[src/rtl/motor_pwm_driver.sv]
// Two-channel H-bridge driver: PWM, soft-start ramp and enforced dead time on reversal.
// Define MOTOR_PWM_BRAKE_EN to drive 11 (active brake) in DEAD and in IDLE under stop code 11.
module motor_pwm_driver #(
    parameter int PWM_BITS     = 8,
    parameter int PRESCALE     = 50,
    parameter int DUTY_MAX     = 200,
    parameter int RAMP_STEP    = 8,
    parameter int DEAD_PERIODS = 4
) (
    input  logic       clk,
    input  logic       rst_n,
    input  logic [3:0] motor_in,
    input  logic [1:0] motor_en,
    output logic [3:0] hb_dir,
    output logic [1:0] hb_pwm,
    output logic [1:0] settled
);

    localparam int PRE_W  = (PRESCALE > 1) ? $clog2(PRESCALE) : 1;
    localparam int DEAD_W = (DEAD_PERIODS > 1) ? $clog2(DEAD_PERIODS) : 1;

    localparam logic [PRE_W-1:0]    PRE_LAST  = PRE_W'(PRESCALE - 1);
    localparam logic [PWM_BITS-1:0] CNT_LAST  = '1;
    localparam logic [PWM_BITS:0]   DUTY_TOP  = (PWM_BITS + 1)'(DUTY_MAX);
    localparam logic [PWM_BITS-1:0] DUTY_FULL = PWM_BITS'(DUTY_MAX);
    localparam logic [PWM_BITS:0]   STEP      = (PWM_BITS + 1)'(RAMP_STEP);
    localparam logic [DEAD_W-1:0]   DEAD_LAST = DEAD_W'(DEAD_PERIODS - 1);

    typedef enum logic [1:0] {IDLE, RAMP, RUN, DEAD} state_e;

    logic [3:0]          motor_in_q;
    logic [1:0]          motor_en_q;
    logic [PRE_W-1:0]    presc_q, presc_d;
    logic [PWM_BITS-1:0] pwm_cnt_q, pwm_cnt_d;
    logic                tick;
    logic                period_start;

    // Shared timebase; period_start marks the wrap so duty changes land on a period boundary.
    always_comb begin
        tick         = (presc_q == PRE_LAST);
        presc_d      = tick ? '0 : presc_q + 1'b1;
        pwm_cnt_d    = tick ? pwm_cnt_q + 1'b1 : pwm_cnt_q;
        period_start = tick && (pwm_cnt_q == CNT_LAST);
    end

    always_ff @(posedge clk or negedge rst_n) begin
        if (!rst_n) begin
            motor_in_q <= '0;
            motor_en_q <= '0;
            presc_q    <= '0;
            pwm_cnt_q  <= '0;
        end else begin
            // NOTE: non-blocking assignments in clocked blocks so every flop samples pre-edge values.
            motor_in_q <= motor_in;
            motor_en_q <= motor_en;
            presc_q    <= presc_d;
            pwm_cnt_q  <= pwm_cnt_d;
        end
    end

    for (genvar c = 0; c < 2; c++) begin : g_ch
        state_e              state_q, state_d;
        logic [1:0]          dir_q, dir_d;
        logic [PWM_BITS-1:0] duty_q, duty_d;
        logic [DEAD_W-1:0]   dead_q, dead_d;
        logic [1:0]          pin_q, pin_d;
        logic                pwm_q, pwm_d;
        logic                settled_q, settled_d;
        logic [1:0]          req;
        logic                en;
        logic                stop_req;
        logic [PWM_BITS:0]   duty_sum;

        assign req      = motor_in_q[2*c +: 2];
        assign en       = motor_en_q[c];
        assign stop_req = !en || (req == 2'b00) || (req == 2'b11);
        assign duty_sum = {1'b0, duty_q} + STEP;

        always_comb begin
            // NOTE: defaults first so no path through this block can infer a latch.
            state_d = state_q;
            dir_d   = dir_q;
            duty_d  = duty_q;
            dead_d  = dead_q;
            if (stop_req) begin
                // Stop/disable wins over everything, including a pending reversal.
                state_d = IDLE;
                duty_d  = '0;
                dead_d  = '0;
            end else begin
                case (state_q)
                    IDLE: begin
                        state_d = RAMP;
                        dir_d   = req;
                        duty_d  = '0;
                    end
                    RAMP, RUN: begin
                        if (req != dir_q) begin
                            state_d = DEAD;
                            duty_d  = '0;
                            dead_d  = '0;
                        end else if (state_q == RAMP && period_start) begin
                            if (duty_sum >= DUTY_TOP) begin
                                duty_d  = DUTY_FULL;
                                state_d = RUN;
                            end else begin
                                duty_d = duty_sum[PWM_BITS-1:0];
                            end
                        end
                    end
                    DEAD: begin
                        // Dead time counts whole periods only; request changes do not restart it.
                        if (period_start) begin
                            if (dead_q == DEAD_LAST) begin
                                state_d = RAMP;
                                dir_d   = req;
                                duty_d  = '0;
                                dead_d  = '0;
                            end else begin
                                dead_d = dead_q + 1'b1;
                            end
                        end
                    end
                    default: state_d = IDLE;
                endcase
            end
        end

        // Outputs are computed from next-state values so they register in step with the FSM.
        always_comb begin
            pin_d     = 2'b00;
            pwm_d     = 1'b0;
            settled_d = (state_d == RUN);
            case (state_d)
                RAMP, RUN: begin
                    pin_d = dir_d;
                    pwm_d = (pwm_cnt_d < duty_d);
                end
`ifdef MOTOR_PWM_BRAKE_EN
                DEAD: pin_d = 2'b11;
                IDLE: if (en && req == 2'b11) pin_d = 2'b11;
`endif
                default: ;
            endcase
        end

        always_ff @(posedge clk or negedge rst_n) begin
            if (!rst_n) begin
                state_q   <= IDLE;
                dir_q     <= '0;
                duty_q    <= '0;
                dead_q    <= '0;
                pin_q     <= '0;
                pwm_q     <= 1'b0;
                settled_q <= 1'b0;
            end else begin
                state_q   <= state_d;
                dir_q     <= dir_d;
                duty_q    <= duty_d;
                dead_q    <= dead_d;
                pin_q     <= pin_d;
                pwm_q     <= pwm_d;
                settled_q <= settled_d;
            end
        end

        assign hb_dir[2*c +: 2] = pin_q;
        assign hb_pwm[c]        = pwm_q;
        assign settled[c]       = settled_q;
    end

endmodule

[config.mk]
export PLATFORM = sky130hd
export DESIGN_NAME = motor_pwm_driver
export DESIGN_NICKNAME = d
export VERILOG_FILES = /design/src/rtl/motor_pwm_driver.sv
export SDC_FILE = /design/constraint.sdc
export NUM_CORES = 1
export LEC_CHECK = 0
export ABC_AREA = 1
export CORE_MARGIN = 4
export CORE_UTILIZATION = 40
export CTS_CLUSTER_SIZE = 12
export DETAILED_ROUTE_END_ITERATION = 10
export PLACE_DENSITY = 0.62
export SYNTH_ARGS = -nofsm -noshare
export SYNTH_HDL_FRONTEND = slang
export SYNTH_SLANG_ARGS = --single-unit
[constraint.sdc]
create_clock -name clk -period 2.79 [get_ports clk]
set_input_delay 0.558 -clock clk [delete_from_list [all_inputs] [get_ports clk]]
set_output_delay 0.558 -clock clk [all_outputs]
set_load 0.01 [all_outputs]
==> results.yml, run 1 <==
setup_path:
  worst_path_largest_cell_delay_ns: 0.41
  start_kind: "register"
  worstPathArrival_ns: 2.78
  path_cells: "inv_1 > nand2_1 > nor3_4 > nand3_4 > nor2_4 > inv_2 > a21oi_1 > a22oi_1 > nor2_1 > inv_1 > ha_1 > nand2_2 > inv_1 > nand2_1 > nand4_1 > a21oi_2"
  required_ns: 3.04
  slowest_stage: "dfrtp_1"
  critPathKind: "register to register"
  end_kind: "register"
  cpMostUsedCell: "inv_1"
  worst-path-max-fanout: 7
synth:
  syn_avg_cell_area_sq_um: 8.076
  synthTopCellsByArea: "dfrtp_1, ha_1, nand2_1, inv_1, nor2_1"
  ys_warn_count: 0
  syn_inst: 411
  synth_nets: 450
  yosysUniqueCellTypes: 32
  synthTopCellsByCount: "nand2_1, inv_1, dfrtp_1"
  ys_seq_elements: 56
  syn_area_sq_um: 3319
  yosys.area.top_type_share_pct: 42.22
  synth.most_common_cell: "nand2_1"
  seq_area_frac_synth_pct: 42.22
  yosysTopAreaCell: "dfrtp_1"
  synth-edff-count: 0
  ys_async_sr_fraction_pct: 100.0
  synth_ff_type: "dfrtp_1"
sta:
  finalCritPeriodShare_pct: 90.62
  tightest_slew_ns: 0.6977
  fmax_ghz: 0.3955
  fin_hold_ws_ns: 0.3642
  drv_slew: 0
  skew_ns: 0.005007
  slew_headroom_pct: 53.49
  fin_ws_ns: 0.2617
  hold_viol: 0
  period_needed_ns: 2.528
  setup_viol: 0
clock_network:
  htreeDepth: 2
  clock-sinks: 56
  numCtsBuffers: 5
  cts_tree: "done"
  clk_latency_ns: 0.31
  cts_root_buffer: "clkbuf_8"
  postCtsHoldBufs: 0
  clk_path_buf_depth: 2
  clkTransAtPathRegs_ns: 0.10
routing:
  vias_per_cell: 4.786
  drc: 0
  drt_pass1_iterations: 4
  avgRoutedWirePerCell_microns: 11.65
  ant_nets: 0
  vias: 2594
  drt_wl_total_microns: 6312
  drtIter0Drc: 78
placement:
  place_area_sq_um: 3585
  dp_hpwl_microns: 4800
  io_buffers: 15
  placed_cells: 527
  dpl_worst_slack_ns: 0.1764
  globalplace.congestion: 0.8760
floorplanning:
  core_sq_um: 7888
  die_y_microns: 99.10
  ios: 16
  rows: 32
  dieArea_sq_um: 9820
  start_util_pct: 42.08
  die_width_microns: 99.10
finish:
  multiInputGateArea_sq_um: 1629
  instances_no_fill: 542
  final_core_util_pct: 48.21
  antenna_cells: 0
  stdcell_area_sq_um: 3802
  fillerInstances: 752
  areaGrowthSynthToFinish_pct: 14.55
  nets: 478
  drive_above_1_share_pct: 12.27
  regArea_sq_um: 1404
worst_hold_path:
  hold_path_class: "primary input to asynchronous set/reset pin"
grt:
  antenna_found_initial: 0
  track_usage_pct: 13.68
  grt_first_pass_wirelength_microns: 11100
  grt_pass1_vias: 2589
  grt_max_degree: 57
  overflow: 0
power:
  powerDensity_nw_per_um2: 388.5
  peakVddDrop_mv: 0.2196
  leakage_nw: 1.854
status:
  outcome: "completed"
run:
  cap_violations: 0
## where the power goes
group | internal (W) | switching, W | total (W)
Sequential | 0.000835 | 0.0000142 | 0.000849
Combinational | 0.0000668 | 0.000104 | 0.000171
Clock | 0.000181 | 0.000277 | 0.000458
Total | 0.00108 | 0.000395 | 0.00148
## critical path: cells and delay by family, from the launching register on
family                     cells  cell delay [ns]
and+or+nand+nor                8             1.15
AOI/OAI and AO/OA              3             0.33
buffers and inverters          4             0.27
DFF                            1             0.41
adders and majority gates      1             0.30
## sequential cells by signal, summed over array words and instances, names as in the netlist
register,count
g_ch.duty_q,16
pwm_cnt_q,8
presc_q,6
g_ch.dead_q,4
g_ch.dir_q,4
g_ch.pin_q,4
g_ch.state_q,4
motor_in_q,4
g_ch.pwm_q,2
g_ch.settled_q,2
motor_en_q,2
## cells by family after synthesis
logic type      count (synthesis)  synth area share, %
simple gates                  170                22.92
buf+inv                        91                10.86
fa+ha+maj                      31                11.68
compound gates                 50                8.895
xor+xnor                       13                3.430
flops                          56                42.22
## cell type report
| cell class | count | area share, % |
|---|---|---|
| Multi-Input combinational cell | 264 | 42.84 |
| Sequential cell | 56 | 36.92 |
| Inverter | 86 | 8.490 |
| Timing Repair Buffer | 26 | 5.989 |
| Tap cell | 102 | 3.356 |
| Clock buffer | 5 | 1.810 |
| Clock inverter | 3 | 0.5923 |
## layout by cell type (no fill, tap or decap), drive strengths merged
cell and n:
inv 87, nand2 81, dfrtp 56, nor2 43, ha 31, nand3 21, a21oi 19, o21ai 17
nor3 15, clkdlybuf4s50 14, buf 12, xor2 8, nand4 5, clkbuf 5, xnor2 5, a22oi 3
or2 2, o21a 2, o21bai 2, a211oi 2, o211ai 2, a31oi 2, nor4 2, clkinv 2
a32oi 1, and3 1
## layer usage
layer | part of all wire (%) | GRT usage [%] | routed length, microns
met5 | 0 | 0 | 0
met4 | 1.7 | 4.517 | 106
met1 | 48 | 17.15 | 3001
met3 | 2.5 | 2.945 | 156
met2 | 48 | 23.45 | 3048
## metrics by stage
step / power, W / TNS, ns
floorplan: 0.0009654 / 0
detailed placement: 0.001029 / 0
CTS: 0.001496 / 0
finish: 0.001477 / 0
global route: 0.001563 / -0.02182
global placement: 0.001025 / 0
## timing repair
| item | 4_1_cts | 5_1_grt |
|---|---|---|
| resized for setup | 0 | 18 |
| setup buffers | 0 | 7 |
| endpoints found under the hold margin | 0 | 0 |
| setup endpoints to repair | 0 | 2 |
## worst paths after layout
path	from	to	slack [ns]	cells after the start
max in group asynchronous	rst_n	g_ch[1].duty_q[3]	1.94	2
hold / removal	rst_n	g_ch[0].duty_q[1]	0.36	2
setup / recovery	presc_q[3]	g_ch[0].pwm_q	0.26	16
min in group clk	presc_q[0]	presc_q[0]	0.50	1
hold reg to reg	presc_q[0]	presc_q[0]	0.50	1
setup reg to reg	presc_q[3]	g_ch[0].pwm_q	0.26	16
Power figures use the tool's default switching activity.
==> run 2: changes to the inputs <==
Settings changed: CELL_PAD_IN_SITES_DETAIL_PLACEMENT from default to 1, CELL_PAD_IN_SITES_GLOBAL_PLACEMENT from default to 2, CORE_UTILIZATION 40 to 37, PLACE_DENSITY 0.62 to 0.85, SKIP_CTS_REPAIR_TIMING from default to 1.
==> run 2 against run 1 <==
  * Clock skew grew 0.0050 ns
  * Maximum frequency is 1.9% lower
  * Critical path depth increased by 1
  * Register-to-register slack lost 0.05 ns
  * Sequential cell count unchanged
  * Routed wire length up 18%
  * Power decreased by 0.64%
  * Core utilization fell by 3.6 points
  * Non-clock buffer count is 7 higher
  * Design area grew 2.3%
  * Critical endpoint unchanged
==> results.yml, run 2 (synthesis gave the netlist of run 1 again) <==
floorplanning:
  rows: 34
  die_y_microns: 102.7
  dieArea_sq_um: 10550
  ios: 16
  die_width_microns: 102.7
  core_sq_um: 8721
  start_util_pct: 38.06
routing:
  avgRoutedWirePerCell_microns: 13.40
  vias: 2666
  drt_pass1_iterations: 4
  ant_nets: 0
  vias_per_cell: 4.804
  drt_wl_total_microns: 7437
  drtIter0Drc: 58
  drc: 0
sta:
  slew_headroom_pct: 72.83
  hold_viol: 0
  fmax_ghz: 0.3882
  skew_ns: 0.01005
  setup_tns_ns: 0
  finalCritPeriodShare_pct: 92.34
  drv_slew: 0
  tightest_slew_ns: 0.4033
  period_needed_ns: 2.576
  setup_viol: 0
setup_path:
  start_kind: "register"
  r2r_slack_ns: 0.21
  end_kind: "register"
  required_ns: 3.02
  worst-path-max-fanout: 5
  r2r-start: "presc_q[3]"
  cp.buffers_inverters: 5
  worstPathArrival_ns: 2.81
  slowest_stage: "dfrtp_1"
  r2r_end: "g_ch[0].pwm_q"
  rr_worst_depth: 17
  critPathKind: "register to register"
  path_cells: "inv_1 > nand2_1 > nor3_4 > nand3_4 > nor2_1 > inv_1 > nand2_1 > inv_2 > a22oi_1 > nor2_1 > inv_1 > ha_1 > nand2_2 > inv_1 > nand3_1 > nand4_1 > a21oi_2"
  cp_top_family: "simple AND/OR/NAND/NOR gates"
  cpMostUsedCell: "inv_1"
  worst_path_largest_cell_delay_ns: 0.41
clock_network:
  clock-sinks: 56
  numCtsBuffers: 5
  clkTransAtPathRegs_ns: 0.10
  clk_latency_ns: 0.31
  htreeDepth: 2
  cts_tree: "done"
  cts_root_buffer: "clkbuf_8"
  clk_path_buf_depth: 2
finish:
  largestRegisters: "g_ch.duty_q x16, pwm_cnt_q x8, presc_q x6"
  largest_register_ffs: 16
  drive_above_1_share_pct: 13.42
  antenna_cells: 0
  final_common_cell: "inv_1"
  regMostFlops: "g_ch.duty_q"
  nets: 485
  final_cell_mix: "inv_1, nand2_1, dfrtp_1, nor2_1, ha_1"
  areaGrowthSynthToFinish_pct: 17.15
worst_hold_path:
  hold_path_class: "primary input to asynchronous set/reset pin"
power:
  leakage_nw: 1.910
  power_w: 0.001468
  powerDensity_nw_per_um2: 377.5
  peakVddDrop_mv: 0.1911
grt:
  grt_max_degree: 26
  grt_first_pass_wirelength_microns: 13140
  overflow: 0
  grt_pass1_vias: 2774
  antenna_found_initial: 0
  track_usage_pct: 15.79
status:
  outcome: "completed"
placement:
  globalplace.congestion: 0.7620
  io_buffers: 15
  dp_hpwl_microns: 6056
run:
  cap_violations: 0
run 2: worst max path at each step:
stage,cells after the start,from,endpoint,slack (ns)
after floorplan,16,g_ch[1].state_q[1],g_ch[1].pwm_q,0.45
after global placement,14,presc_q[1],g_ch[0].pwm_q,0.11
after detailed placement,14,presc_q[1],g_ch[0].pwm_q,0.04
after CTS,18,presc_q[1],g_ch[0].pwm_q,0.02
after global routing,18,presc_q[1],g_ch[0].pwm_q,-0.02
final,17,presc_q[3],g_ch[0].pwm_q,0.21
run 2: worst reg2reg max path: stages (launching register included):
cell,delay [ns]
dfrtp_1,0.41
inv_1,0.08
nand2_1,0.09
nor3_4,0.30
nand3_4,0.13
nor2_1,0.10
inv_1,0.07
nand2_1,0.19
inv_2,0.10
a22oi_1,0.19
nor2_1,0.07
inv_1,0.07
ha_1,0.23
nand2_2,0.07
inv_1,0.06
nand3_1,0.08
nand4_1,0.12
a21oi_2,0.15
run 2: power by group:
group / internal, W / leakage [nW] / switching [W]
registers: 0.000834 / 0.747 / 0.0000155
logic: 0.0000681 / 1.12 / 0.000111
clock network: 0.000180 / 0.0424 / 0.000258
run 2: cell type report:
type	count	area (sq um)
Sequential cell	56	1401
Timing Repair Buffer	33	280.3
Tap cell	108	135.1
Clock buffer	7	76.32
Clock inverter	1	8.758
Fill cell	1066	4832
Inverter	86	322.8
Multi-Input combinational cell	264	1664
run 2: routing by layer:
metal / GRT usage [%] / vias up / part of all wire (%)
met5: 0 / - / 0
li1: - / 1365 / -
met1: 20.88 / 1286 / 48
met3: 2.300 / 4 / 1.5
met2: 27.01 / 11 / 50
met4: 4.238 / 0 / 0.98
run 2: metrics by stage:
stage | utilization, % | cells | setup slack [ns] | hold WS (ns) | instance area, sq um
final | 44.59 | 555 | 0.2137 | 0.1036 | 3889
after global placement | 41.62 | 538 | 0.1079 | 0.4404 | 3630
after global routing | 44.59 | 555 | -0.02442 | 0.08745 | 3889
after CTS | 42.60 | 546 | 0.01966 | 0.09231 | 3715
after detailed placement | 41.62 | 538 | 0.03872 | 0.4458 | 3630
after floorplan | - | 411 | 0.4516 | 0.2624 | 3319
==> run 3: changes to the inputs <==
Settings changed: ABC_AREA 1 to default, CORE_MARGIN 4 to 2, CORE_UTILIZATION 37 to 40.
==> run 3 against run 2 <==
  * The flow now finishes with violations (negative setup slack)
  * Worst hold slack improved by 0.080 ns
  * Area after synthesis down 0.53%
  * Combinational power is 27% higher
  * Clock skew decreased by 0.0019 ns
  * Sequential cell count stayed put
  * Largest cell class unchanged
==> results.yml, run 3 <==
status:
  outcome: "finished, violations left"
  violations: "negative setup slack"
floorplanning:
  die_y_microns: 94.86
  rows: 33
  start_util_pct: 40.80
  core_sq_um: 8093
  die_width_microns: 94.86
  dieArea_sq_um: 8997
  ios: 16
grt:
  antenna_found_initial: 0
  overflow: 0
  grt_first_pass_wirelength_microns: 14010
  track_usage_pct: 20.01
  grt_max_degree: 37
  grt_pass1_vias: 2969
sta:
  drv_slew: 0
  rsz0062_at_grt: "yes"
  tightest_slew_ns: 0.4672
  slew_headroom_pct: 68.85
  setup_tns_ns: -0.06825
  period_needed_ns: 2.826
  hold_viol: 0
  finalCritPeriodShare_pct: 101.3
  fmax_ghz: 0.3539
  fin_ws_ns: -0.03586
  skew_ns: 0.008179
  setup_viol: 2
finish:
  regMostFlops: "g_ch.duty_q"
  final_cell_mix: "buf_4, dfrtp_1, ha_1, nand2_1, inv_1"
  fillerInstances: 928
  nets: 428
  areaGrowthSynthToFinish_pct: 24.86
  final_common_cell: "buf_4"
  largestRegisters: "g_ch.duty_q x16, pwm_cnt_q x8, presc_q x6"
  instances_no_fill: 495
  antenna_cells: 0
  largest_register_ffs: 16
  drive_above_1_share_pct: 26.67
setup_path:
  required_ns: 2.98
  worst-path-max-fanout: 4
  r2r_slack_ns: -0.04
  path_cells: "ha_1 > or4_4 > nor4_4 > a21oi_2 > and2_1 > o211a_1 > a31oi_1 > ha_1 > o2111ai_1 > a211oi_1 > nor2_1"
  end_kind: "register"
  start_kind: "register"
  critPathKind: "register to register"
  worst_path_largest_cell_delay_ns: 0.43
  slowest_stage: "or4_4"
  cpMostUsedCell: "ha_1"
  worstPathArrival_ns: 3.02
routing:
  drt_pass1_iterations: 4
  drtIter0Drc: 57
  ant_nets: 0
  drt_wl_total_microns: 8358
  vias: 2713
  vias_per_cell: 5.481
  avgRoutedWirePerCell_microns: 16.88
  drc: 0
synth:
  yosys.area.top_type_share_pct: 42.44
  yosysUniqueCellTypes: 58
  ys_warn_count: 0
  syn_avg_cell_area_sq_um: 10.32
  synthTopCellsByArea: "dfrtp_1, ha_1, a211oi_1, xnor2_1, nand2_1"
  ys_async_sr_fraction_pct: 100.0
  synth_ff_type: "dfrtp_1"
  synth_nets: 359
  syn_inst: 320
  synth.most_common_cell: "dfrtp_1"
  synthTopCellsByCount: "dfrtp_1, ha_1, nand2_1"
  seq_area_frac_synth_pct: 42.44
  syn_area_sq_um: 3302
  synth-edff-count: 0
  ys_seq_elements: 56
  yosysTopAreaCell: "dfrtp_1"
clock_network:
  cts_tree: "done"
  clk_latency_ns: 0.31
  clock-sinks: 56
  htreeDepth: 2
  clk_path_buf_depth: 2
  clkTransAtPathRegs_ns: 0.09
  numCtsBuffers: 5
  cts_root_buffer: "clkbuf_8"
power:
  leakage_nw: 1.936
  peakVddDrop_mv: 0.2546
  powerDensity_nw_per_um2: 373.7
placement:
  dp_hpwl_microns: 6620
  globalplace.congestion: 0.8406
  io_buffers: 15
  placed_cells: 483
  dpl_worst_slack_ns: -0.1449
run:
  cap_violations: 0
worst_hold_path:
  hold_path_class: "primary input to asynchronous set/reset pin"
run 3: kinds of logic after synthesis:
group | after synthesis | share of synthesized area (%)
adders and majority gates | 33 | 12.35
DFF | 56 | 42.44
AOI/OAI and AO/OA | 78 | 16.67
xor gates and xnor gates | 16 | 4.244
buffers and inverters | 26 | 3.714
muxes | 4 | 1.288
and+or+nand+nor | 107 | 19.29
run 3: worst paths after layout:
kind,startpoint,end,cells past startpoint
min,rst_n,motor_in_q[2],1
min in group clk,pwm_cnt_q[5],pwm_cnt_q[5],1
max reg2reg,g_ch[1].duty_q[4],g_ch[1].pwm_q,11
max in group asynchronous,rst_n,g_ch[0].pwm_q,2
min reg2reg,pwm_cnt_q[5],pwm_cnt_q[5],1
max,g_ch[1].duty_q[4],g_ch[1].pwm_q,11
run 3: critical path, delay by kind of cell (launching register included):
kind	cells	cell delay, ns
AOI/OAI and AO/OA	5	0.79
adders and majority gates	2	0.51
DFF	1	0.40
and+or+nand+nor	4	1.03
run 3: final cells by class:
cell class | count | area, sq um | share of cell area [%]
Clock buffer | 8 | 90.09 | 2.185
Timing Repair Buffer | 72 | 573.1 | 13.90
Sequential cell | 56 | 1401 | 33.99
Inverter | 16 | 60.06 | 1.457
Multi-Input combinational cell | 238 | 1867 | 45.28
Tap cell | 105 | 131.4 | 3.187
run 3: metrics by stage:
step                      total power, W  instance area [sq um]  utilization [%]  hold WS (ns)
final                           0.001541                   4123            50.94        0.1839
after detailed placement        0.001095                   3914            48.36        0.5365
after global routing            0.001620                   4123            50.94        0.2125
after CTS                       0.001559                   4004            49.47        0.1960
after global placement          0.001085                   3914            48.36        0.5136
after floorplan                0.0009980                   3302                -        0.2624
run 3: power by group:
group	internal, W	total (W)	switching (W)
Combinational	0.000109	0.000228	0.000118
Clock	0.000203	0.000455	0.000252
Sequential	0.000837	0.000858	0.0000211
Total	0.00115	0.00154	0.000391
run 3: routing by layer:
metal	track usage, %	vias up	wire (microns)
met5	0	-	0
li1	-	1312	-
met1	24.08	1359	3599
met3	3.192	11	139
met2	36.47	31	4464
met4	6.159	0	155
